[config.mk]
export PLATFORM = sky130hd
export DESIGN_NAME = div_flat
export DESIGN_NICKNAME = d
export VERILOG_FILES = /design/src/rtl/div_pkg.sv /design/src/rtl/div_if.sv /design/src/rtl/div_step.sv /design/src/rtl/div.sv /design/src/flat_wrapper.sv
export SDC_FILE = /design/constraint.sdc
export NUM_CORES = 1
export LEC_CHECK = 0
export CAP_MARGIN = 20
export CORE_ASPECT_RATIO = 1.5
export CORE_MARGIN = 2
export CORE_UTILIZATION = 55
export DETAILED_ROUTE_END_ITERATION = 8
export HOLD_SLACK_MARGIN = 0.03
export PLACE_DENSITY = 0.82
export SLEW_MARGIN = 20
export SYNTH_ARGS = -nofsm -noshare
export SYNTH_HDL_FRONTEND = slang
export SYNTH_SLANG_ARGS = --single-unit
[constraint.sdc]
create_clock -name clk -period 6.13 [get_ports clk]
set_input_delay 1.226 -clock clk [delete_from_list [all_inputs] [get_ports clk]]
set_output_delay 1.226 -clock clk [all_outputs]
set_load 0.05 [all_outputs]
[src/rtl/div_pkg.sv]
// div_pkg: shared constants and state encoding for the multi-cycle divider.
package div_pkg;

  localparam int DEFAULT_WIDTH = 32;
  localparam int CNT_W         = $clog2(DEFAULT_WIDTH);

  typedef logic [1:0] state_t;

  localparam state_t IDLE = 2'b00;
  localparam state_t BUSY = 2'b01;
  localparam state_t DONE = 2'b10;

endpackage

[src/rtl/div_if.sv]
// div_if: request/response bundle between the execute stage (master) and the divider (slave).
interface div_if
  import div_pkg::*;
#(
  parameter int WIDTH = DEFAULT_WIDTH
);

  logic               en;
  logic [WIDTH-1:0]   a;
  logic [WIDTH-1:0]   b;
  logic               sign;
  logic               interrupt;
  logic               busy;
  logic               data_ok;
  logic [2*WIDTH-1:0] result;

  modport master (
    output en, a, b, sign, interrupt,
    input  busy, data_ok, result
  );

  modport slave (
    input  en, a, b, sign, interrupt,
    output busy, data_ok, result
  );

endinterface

[src/rtl/div_step.sv]
// div_step: one combinational restoring-division step; chain two of these for 2 bits/cycle.
module div_step #(
  parameter int WIDTH = 32
) (
  input  logic [WIDTH-1:0] rem_i,
  input  logic             msb_i,
  input  logic [WIDTH-1:0] divisor_i,
  output logic [WIDTH-1:0] rem_o,
  output logic             q_o
);

  logic [WIDTH:0] shifted_s;

  // Shift in the next dividend bit; keep the carry bit so unsigned divisors above 2^(W-1) compare correctly.
  always_comb begin
    shifted_s = {rem_i, msb_i};
    if (shifted_s >= {1'b0, divisor_i}) begin
      rem_o = shifted_s[WIDTH-1:0] - divisor_i;
      q_o   = 1'b1;
    end else begin
      rem_o = shifted_s[WIDTH-1:0];
      q_o   = 1'b0;
    end
  end

endmodule

[src/rtl/div.sv]
// div: multi-cycle radix-2 restoring divider for DIV/DIVU; result = {HI=remainder, LO=quotient}.
// Optional macro DIV_ZERO_FAST_EN: a zero divisor completes in DONE the cycle after accept.
module div
  import div_pkg::*;
#(
  parameter int WIDTH = DEFAULT_WIDTH
) (
  input logic   clk,
  input logic   rst,
  div_if.slave  bus
);

  localparam logic [CNT_W-1:0] LAST_CNT = CNT_W'(WIDTH - 1);
  localparam logic [WIDTH-1:0] ONE      = {{(WIDTH-1){1'b0}}, 1'b1};
  localparam logic [WIDTH-1:0] ZERO     = {WIDTH{1'b0}};
  localparam logic [WIDTH-1:0] ONES     = {WIDTH{1'b1}};

  state_t             state_q, state_d;
  logic [CNT_W-1:0]   cnt_q, cnt_d;
  logic [WIDTH-1:0]   rem_q, rem_d;
  logic [WIDTH-1:0]   dvd_q, dvd_d;
  logic [WIDTH-1:0]   abs_b_q, abs_b_d;
  logic               sign_a_q, sign_a_d;
  logic               sign_b_q, sign_b_d;
  logic               b_zero_q, b_zero_d;
  logic [2*WIDTH-1:0] result_q, result_d;

  logic               accept_s;
  logic               in_sign_a_s, in_sign_b_s, in_b_zero_s;
  logic [WIDTH-1:0]   abs_a_s, abs_b_s;
  logic [WIDTH-1:0]   step_rem_s, quo_raw_s, quo_fix_s, rem_fix_s;
  logic               step_q_s;
  logic               busy_s, data_ok_s;

  // Operand conditioning at accept: signs and magnitudes.
  always_comb begin
    accept_s    = bus.en & ~bus.interrupt;
    in_sign_a_s = bus.sign & bus.a[WIDTH-1];
    in_sign_b_s = bus.sign & bus.b[WIDTH-1];
    abs_a_s     = in_sign_a_s ? (~bus.a + ONE) : bus.a;
    abs_b_s     = in_sign_b_s ? (~bus.b + ONE) : bus.b;
    in_b_zero_s = (bus.b == ZERO);
  end

  div_step #(.WIDTH(WIDTH)) u_step (
    .rem_i     (rem_q),
    .msb_i     (dvd_q[WIDTH-1]),
    .divisor_i (abs_b_q),
    .rem_o     (step_rem_s),
    .q_o       (step_q_s)
  );

  // Final-step sign fix-up; a zero divisor forces an all-ones quotient and leaves the remainder equal to a.
  always_comb begin
    quo_raw_s = {dvd_q[WIDTH-2:0], step_q_s};
    quo_fix_s = b_zero_q ? ONES : ((sign_a_q ^ sign_b_q) ? (~quo_raw_s + ONE) : quo_raw_s);
    rem_fix_s = sign_a_q ? (~step_rem_s + ONE) : step_rem_s;
  end

  // State register.
  always_ff @(posedge clk) begin
    if (rst) begin
      state_q <= IDLE;
    end else begin
      state_q <= state_d;
    end
  end

  // Next-state logic.
  always_comb begin
    state_d = state_q;
    case (state_q)
      IDLE: begin
        if (accept_s) begin
`ifdef DIV_ZERO_FAST_EN
          state_d = in_b_zero_s ? DONE : BUSY;
`else
          state_d = BUSY;
`endif
        end else begin
          state_d = IDLE;
        end
      end
      BUSY: begin
        if (bus.interrupt) begin
          state_d = IDLE;
        end else if (cnt_q == LAST_CNT) begin
          state_d = DONE;
        end else begin
          state_d = BUSY;
        end
      end
      DONE:    state_d = IDLE;
      default: state_d = IDLE;
    endcase
  end

  // Datapath next values: latch at accept, one restoring step per BUSY cycle, load result on the last step.
  always_comb begin
    cnt_d    = cnt_q;
    rem_d    = rem_q;
    dvd_d    = dvd_q;
    abs_b_d  = abs_b_q;
    sign_a_d = sign_a_q;
    sign_b_d = sign_b_q;
    b_zero_d = b_zero_q;
    result_d = result_q;
    case (state_q)
      IDLE: begin
        if (accept_s) begin
          sign_a_d = in_sign_a_s;
          sign_b_d = in_sign_b_s;
          dvd_d    = abs_a_s;
          abs_b_d  = abs_b_s;
          b_zero_d = in_b_zero_s;
          rem_d    = ZERO;
          cnt_d    = {CNT_W{1'b0}};
`ifdef DIV_ZERO_FAST_EN
          if (in_b_zero_s) begin
            result_d = {bus.a, ONES};
          end else begin
            result_d = result_q;
          end
`endif
        end else begin
          cnt_d = cnt_q;
        end
      end
      BUSY: begin
        if (!bus.interrupt) begin
          rem_d = step_rem_s;
          dvd_d = quo_raw_s;
          cnt_d = cnt_q + {{(CNT_W-1){1'b0}}, 1'b1};
          if (cnt_q == LAST_CNT) begin
            result_d = {rem_fix_s, quo_fix_s};
          end else begin
            result_d = result_q;
          end
        end else begin
          cnt_d = cnt_q;
        end
      end
      DONE:    cnt_d = cnt_q;
      default: cnt_d = cnt_q;
    endcase
  end

  // Datapath registers.
  always_ff @(posedge clk) begin
    if (rst) begin
      cnt_q    <= {CNT_W{1'b0}};
      rem_q    <= ZERO;
      dvd_q    <= ZERO;
      abs_b_q  <= ZERO;
      sign_a_q <= 1'b0;
      sign_b_q <= 1'b0;
      b_zero_q <= 1'b0;
      result_q <= {(2*WIDTH){1'b0}};
    end else begin
      cnt_q    <= cnt_d;
      rem_q    <= rem_d;
      dvd_q    <= dvd_d;
      abs_b_q  <= abs_b_d;
      sign_a_q <= sign_a_d;
      sign_b_q <= sign_b_d;
      b_zero_q <= b_zero_d;
      result_q <= result_d;
    end
  end

  // Status outputs decoded from state.
  always_comb begin
    busy_s    = (state_q != IDLE);
    data_ok_s = (state_q == DONE);
  end

  assign bus.busy    = busy_s;
  assign bus.data_ok = data_ok_s;
  assign bus.result  = result_q;

endmodule
[src/flat_wrapper.sv]
// flat-port wrapper written by rule: the top's interface ports become plain ports
module div_flat import div_pkg::*;
#(
  parameter int WIDTH = DEFAULT_WIDTH
)
  (clk, rst, bus_en, bus_a, bus_b, bus_sign, bus_interrupt, bus_busy, bus_data_ok, bus_result);
  div_if #(.WIDTH(WIDTH)) bus_i ();
  input logic clk;
  input logic rst;
  input wire logic [$bits(bus_i.en)-1:0] bus_en;
  input wire logic [$bits(bus_i.a)-1:0] bus_a;
  input wire logic [$bits(bus_i.b)-1:0] bus_b;
  input wire logic [$bits(bus_i.sign)-1:0] bus_sign;
  input wire logic [$bits(bus_i.interrupt)-1:0] bus_interrupt;
  output wire logic [$bits(bus_i.busy)-1:0] bus_busy;
  output wire logic [$bits(bus_i.data_ok)-1:0] bus_data_ok;
  output wire logic [$bits(bus_i.result)-1:0] bus_result;
  assign bus_i.en = bus_en;
  assign bus_i.a = bus_a;
  assign bus_i.b = bus_b;
  assign bus_i.sign = bus_sign;
  assign bus_i.interrupt = bus_interrupt;
  assign bus_busy = bus_i.busy;
  assign bus_data_ok = bus_i.data_ok;
  assign bus_result = bus_i.result;
  div #(.WIDTH(WIDTH)) u_core (.clk(clk), .rst(rst), .bus(bus_i));
endmodule
==> impl_metrics.env, run 1 <==
export IMPL_dr_first_iter_drc_count=912
export IMPL_vias_per_cell=6.21
export IMPL_peakVddDrop_mv=0.216
export IMPL_die_area_sq_um=22300
export IMPL_crit_end="u_core.bus.result[48]"
export IMPL_rr_endpoint="u_core.bus.result[48]"
export IMPL_cp_max_fo=11
export IMPL_grt_usage_pct=34.6
export IMPL_cp_start_kind="register"
export IMPL_clock_latency_ns=0.45
export IMPL_switchingPower_mw=0.994
export IMPL_synth_top_area_cell="dfxtp_1"
export IMPL_chipHeight_um=182
export IMPL_hold_violations=0
export IMPL_synth_seq_area_share_pct=29.3
export IMPL_powerDensity_nw_per_um2=225
export IMPL_vias=11800
export IMPL_fin_tns_setup_ns=0
export IMPL_reg2reg_depth=17
export IMPL_start_util_pct=55.5
export IMPL_ys_warn_count=0
export IMPL_syn_num_nets=1653
export IMPL_fp_dieW_um=123
export IMPL_swShare_pct=32.3
export IMPL_cts_buffers=17
export IMPL_clk_pin_slew_worst_paths_ns=0.07
export IMPL_synth_seq_cells=170
export IMPL_status="completed"
export IMPL_port_buffers=134
export IMPL_synth_top_cell_area_share_pct=29.3
export IMPL_final_nets=1724
export IMPL_syn_to_final_growth_pct=17.6
export IMPL_ys_async_sr_fraction_pct=0
export IMPL_rrSetupSlack_ns=1.01
export IMPL_postCtsResizedCells=0
export IMPL_routed_wl_um=37400
export IMPL_intPower_mw=2.08
export IMPL_hold_path_depth=2
export IMPL_cts_htree_levels=4
export IMPL_avgRoutedWirePerCell_um=19.7
export IMPL_setup_viol=0
export IMPL_rr_startpoint="u_core.abs_b_q[11]"
export IMPL_cts_hold_buf=0
export IMPL_p_clk_share_pct=37.4
export IMPL_first_pass_iters=5
export IMPL_seq_power_share_pct=38.1
export IMPL_hold_slack_ns=0.452
export IMPL_clockBufferDepth=2
export IMPL_maxSlewHeadroom_pct=33.7
export IMPL_cts_root_buf="clkbuf_16"
export IMPL_synth_area_leaders="dfxtp_1 29%, nor2_1 8.3%, a21oi_1 5.6%"
export IMPL_dp_hpwl_um=28500
export IMPL_max_freq_mhz=195
export IMPL_rsz0062_at_grt="false"
export IMPL_syn_inst=1545
export IMPL_gp_congestion=0.981
export IMPL_power_leakage_nw=5.15
export IMPL_finish_utilization_pct=65.3
export IMPL_path_class="register to register"
export IMPL_finalCritPeriodShare_pct=83.5
export IMPL_cp_required_ns=6.47
export IMPL_ys_flop_type="dfxtp_1"
export IMPL_setup_worst_path_end_class="register"
export IMPL_period_needed_ns=5.12
export IMPL_grt_first_pass_wirelength_um=59900
export IMPL_drc=0
export IMPL_drive_above_1_share_pct=5.46
export IMPL_mostFrequentLayoutCell="nor2_1"
export IMPL_yosysUniqueCellTypes=91
export IMPL_drv_cap=0
export IMPL_antennaDiodeCount=0
export IMPL_ios=135
export IMPL_final_cell_mix="254 x nor2_1, 170 x dfxtp_1, 133 x nand2_1, 133 x clkdlybuf4s50_1, 130 x a21oi_1"
export IMPL_hold_path_class="register to register"
export IMPL_slew_violations=0
export IMPL_grt_max_degree=83
export IMPL_cts_setup_buffers=0
export IMPL_antenna_found_initial=0
export IMPL_antenna_left=0
export IMPL_syn_area_sq_um=11600
export IMPL_cts_tree="done"
export IMPL_finClkSkew_ns=0.00853
export IMPL_crit_path_start="u_core.abs_b_q[11]"
export IMPL_design_core_area_sq_um=20900
export IMPL_cts_sinks=170
export IMPL_synth_edf_count=0
export IMPL_rows=65
export IMPL_syn_avg_cell_area_sq_um=7.51
export IMPL_first_global_vias=11400
export IMPL_comb_power_share_pct=24.6
export IMPL_grt_ovfl_total=0
export IMPL_tightest_slew_ns=0.992
export IMPL_worst_ep_arrival_time_ns=5.46
## flip-flops by register name, indices dropped and copies added (netlist names)
name,count
u_core.abs_b_q,32
u_core.b_zero_q,1
u_core.bus.result,64
u_core.cnt_q,5
u_core.dvd_q,32
u_core.rem_q,32
u_core.sign_a_q,1
u_core.sign_b_q,1
u_core.state_q,2
## critical path: stages (launching register included)
cell and delay (ns):
dfxtp_1 0.33, inv_1 0.04, ha_1 0.46, nand4_1 0.28
or3_4 0.47, o21a_4 0.23, a211o_1 0.29, buf_4 0.20
nand2_4 0.13, mux2i_1 0.30, ha_1 0.27, o211ai_1 0.13
or4b_1 0.60, o41ai_2 0.64, a31oi_1 0.21, xnor2_1 0.20
o21ai_1 0.07, and2_1 0.16
## per-layer routing
metal	share of wire [%]	vias up	global-route usage [%]	wire (um)
met4	8.1	0	25.9	3030
met2	51	391	61.5	19200
met1	36	5536	35.6	13600
li1	-	5705	-	-
met5	0	-	0	0
met3	4.2	144	5.50	1560
## cells in the mapped netlist (6+ instances only)
master and number:
o21a_1 7, nand4_1 15, a31oi_1 14, xor2_1 74, and3_1 14, o41ai_1 9, a21o_1 8, xnor2_1 53
a311oi_1 8, o31ai_1 18, ha_1 38, mux2i_1 16, o22ai_1 27, or4_1 9, a41oi_1 7, inv_1 49
mux2_2 6, buf_1 6, and2_1 15, a21oi_1 130, buf_2 17, nor2_1 256, nor3_1 40, nand3_1 19
clkbuf_1 75, nor4_1 18, dfxtp_1 170, nor2b_1 9, o211ai_1 9, nor3b_1 7, nand2_1 133, or3_1 19
nand2b_1 7, o21ai_0 68, a211oi_1 66, a22oi_1 25
## worst min path at each step
| stage | from | endpoint |
|---|---|---|
| after floorplan | u_core.abs_b_q[26] | u_core.abs_b_q[26] |
| after global placement | u_core.bus.result[45] | u_core.bus.result[45] |
| after detailed placement | u_core.bus.result[49] | u_core.bus.result[49] |
| after CTS | u_core.bus.result[50] | u_core.bus.result[50] |
| after global routing | u_core.bus.result[35] | u_core.bus.result[35] |
| final | u_core.bus.result[47] | u_core.bus.result[47] |
## layout make-up
class	count	area (sq um)
Clock buffer	21	460
Multi-Input combinational cell	1226	7630
Inverter	50	190
Sequential cell	170	3400
Fill cell	1842	7260
Clock inverter	11	156
Tap cell	268	335
Timing Repair Buffer	151	1470
## power groups by stage
stage	Clock (mW)	Sequential [mW]	Combinational [mW]
floorplan	0	1.19	0.516
global placement	0	1.19	0.736
detailed placement	0	1.19	0.742
CTS	1.15	1.17	0.746
global route	1.21	1.17	0.821
finish	1.15	1.17	0.755
## per-stage QoR
| stage | power [mW] | setup WS (ns) | instances | cell area (sq um) |
|---|---|---|---|---|
| floorplan | 1.70 | 1.44 | 1545 | 11600 |
| global placement | 1.93 | 1.27 | 1865 | 13000 |
| detailed placement | 1.94 | 1.06 | 1865 | 13000 |
| CTS | 3.07 | 1.03 | 1897 | 13600 |
| global route | 3.20 | 0.644 | 1897 | 13600 |
| finish | 3.08 | 1.01 | 1897 | 13600 |
## cells by family after synthesis
kind of cell	after synthesis	synth area share [%]
adder cells (fa/ha/maj)	39	4.27
multiplexers	22	1.96
buffers and inverters	149	5.09
XOR/XNOR	127	9.59
flip-flops	170	29.3
AND/OR/NAND/NOR	586	23.6
AO/OA/AOI/OAI	452	26.1
Note: power is estimated with default switching activity, not from simulation.
==> run 2: changes to the inputs <==
Settings changed: CORE_UTILIZATION 55 to 52, PLACE_DENSITY 0.82 to 0.81.
Clock period 6.13 ns to 4.29 ns, I/O delays scaled along.
==> run 2 against run 1 <==
Core utilization increased by 0.73 points. Clock skew increased by 0.0027 ns. Sequential share of layout area fell by 1.3 points. Final cell count rose by 4.3%. Critical path depth fell by 2. Clock-buffer cell count fell by 4. Critical path type unchanged. Largest power group unchanged.
==> impl_metrics.env, run 2 (synthesis results as in run 1) <==
export IMPL_dr_first_iter_drc_count=903
export IMPL_antennaDiodeCount=0
export IMPL_seq_area_sq_um=3410
export IMPL_antenna_found_initial=0
export IMPL_n_fill_cell=1942
export IMPL_first_pass_iters=5
export IMPL_hold_path_class="register to register"
export IMPL_powerDensity_nw_per_um2=307
export IMPL_setup_worst_path_end_class="register"
export IMPL_hold_violations=0
export IMPL_grt_ovfl_total=0
export IMPL_slew_violations=0
export IMPL_worst_ep_arrival_time_ns=4.45
export IMPL_drive_above_1_share_pct=11.3
export IMPL_cp_max_fo=5
export IMPL_cp_cell_sequence="inv_1 > ha_1 > inv_1 > fa_1 > a21o_1 > a221oi_4 > nor4_2 > o21ai_0 > o2bb2ai_1 > o221ai_1 > o31ai_4 > nand4_2 > o31ai_2 > xor2_1 > a211oi_1"
export IMPL_cts_sinks=170
export IMPL_drc=0
export IMPL_path_class="register to register"
export IMPL_largest_reg_flops=64
export IMPL_grt_max_degree=75
export IMPL_chipHeight_um=187
export IMPL_finClkSkew_ns=0.0113
export IMPL_cts_buffers=17
export IMPL_tightest_slew_ns=0.905
export IMPL_status="completed"
export IMPL_die_area_sq_um=23500
export IMPL_dp_hpwl_um=28800
export IMPL_design_core_area_sq_um=21800
export IMPL_rrSetupSlack_ns=0.14
export IMPL_peakVddDrop_mv=0.279
export IMPL_maxSlewHeadroom_pct=39.4
export IMPL_ios=135
export IMPL_cts_tree="done"
export IMPL_syn_to_final_growth_pct=24.1
export IMPL_period_needed_ns=4.15
export IMPL_final_cell_mix="253 x nor2_1, 166 x dfxtp_1, 133 x nand2_1, 133 x clkdlybuf4s50_1, 129 x a21oi_1"
export IMPL_routed_wl_um=37900
export IMPL_grt_usage_pct=31.4
export IMPL_multiInputGateArea_sq_um=7790
export IMPL_crit_buf_inv=2
export IMPL_finalCritPeriodShare_pct=96.8
export IMPL_clockBufferDepth=2
export IMPL_fin_tns_setup_ns=0
export IMPL_vias=12200
export IMPL_gp_congestion=0.959
export IMPL_cp_required_ns=4.58
export IMPL_mostFrequentLayoutCell="nor2_1"
export IMPL_drv_cap=0
export IMPL_cpMaxStageDelayCell="o31ai_4"
export IMPL_cp_start_kind="register"
export IMPL_hold_slack_ns=0.455
export IMPL_port_buffers=134
export IMPL_rows=66
export IMPL_vias_per_cell=6.16
export IMPL_max_stage_delay_ns=0.42
export IMPL_cpMostUsedCell="inv_1"
export IMPL_grt_first_pass_wirelength_um=59700
export IMPL_fp_dieW_um=126
export IMPL_cts_htree_levels=4
export IMPL_clk_pin_slew_worst_paths_ns=0.07
export IMPL_cts_hold_buf=0
export IMPL_finish_utilization_pct=66.0
export IMPL_antenna_left=0
export IMPL_first_global_vias=11800
export IMPL_setup_viol=0
export IMPL_avgRoutedWirePerCell_um=19.2
export IMPL_max_freq_mhz=241
export IMPL_cp_top_family="compound AO/OA/AOI/OAI gates"
export IMPL_clock_latency_ns=0.45
export IMPL_cts_root_buf="clkbuf_16"
export IMPL_final_nets=1801
export IMPL_start_util_pct=53.2
export IMPL_rsz0062_at_grt="true"
export IMPL_power_leakage_nw=5.55
-- run 2: changes by cell type in the layout (fill, tap and decap cells not counted), sizes merged --
cell    change
inv         +3
clkbuf      -4
bufinv      -2
clkinv      +3
buf        +77
-- run 2: repair_timing --
action                                  4_1_cts  5_1_grt
endpoints found under the setup margin        0       18
setup buffers                                 0        1
resized for setup                             0       24
-- run 2: final cells by class --
cell class	instances	share of cell area [%]
clock buffer	17	2.96
multi-input combinational	1226	54.1
sequential	170	23.7
inverter	50	1.32
clock inverter	15	1.10
timing repair buffer	228	14.4
tap	272	2.37
-- run 2: final timing paths --
check / start / cells after the start / end
worst min register to register: u_core.bus.result[52] / 2 / u_core.bus.result[52]
worst max-delay path: u_core.dvd_q[31] / 15 / u_core.bus.result[61]
worst max register to register: u_core.dvd_q[31] / 15 / u_core.bus.result[61]
worst min-delay path: u_core.bus.result[52] / 2 / u_core.bus.result[52]
-- run 2: per-stage QoR --
stage	worst slack (ns)	instances	cell area, sq um	power [mW]
after CTS	0.0151	1977	14300	4.39
after global placement	0.0562	1945	13700	2.84
after global routing	-0.138	1978	14400	4.58
after detailed placement	0.0253	1945	13700	2.86
after floorplan	-0.0991	1545	11700	2.45
final	0.136	1978	14400	4.41
-- run 2: worst register-to-register path, cell delays in order, from the launching register on --
cell       delay, ns
dfxtp_1         0.37
inv_1           0.13
ha_1            0.18
inv_1           0.05
fa_1            0.40
a21o_1          0.23
a221oi_4        0.40
nor4_2          0.15
o21ai_0         0.20
o2bb2ai_1       0.28
o221ai_1        0.41
o31ai_4         0.42
nand4_2         0.24
o31ai_2         0.24
xor2_1          0.20
a211oi_1        0.10
-- run 2: power breakdown --
group | switching (mW) | internal, mW | total (mW)
sequential | 0.0476 | 1.62 | 1.67
combinational | 0.707 | 0.482 | 1.19
clock | 0.730 | 0.821 | 1.55
total | 1.48 | 2.93 | 4.41
-- run 2: layer usage --
| metal | vias to the layer above | GRT usage [%] | wire length, um |
|---|---|---|---|
| met3 | 165 | 4.06 | 1530 |
| li1 | 5875 | - | - |
| met1 | 5690 | 32.1 | 13600 |
| met4 | 0 | 20.5 | 2750 |
| met5 | - | 0 | 0 |
| met2 | 460 | 58.8 | 20000 |
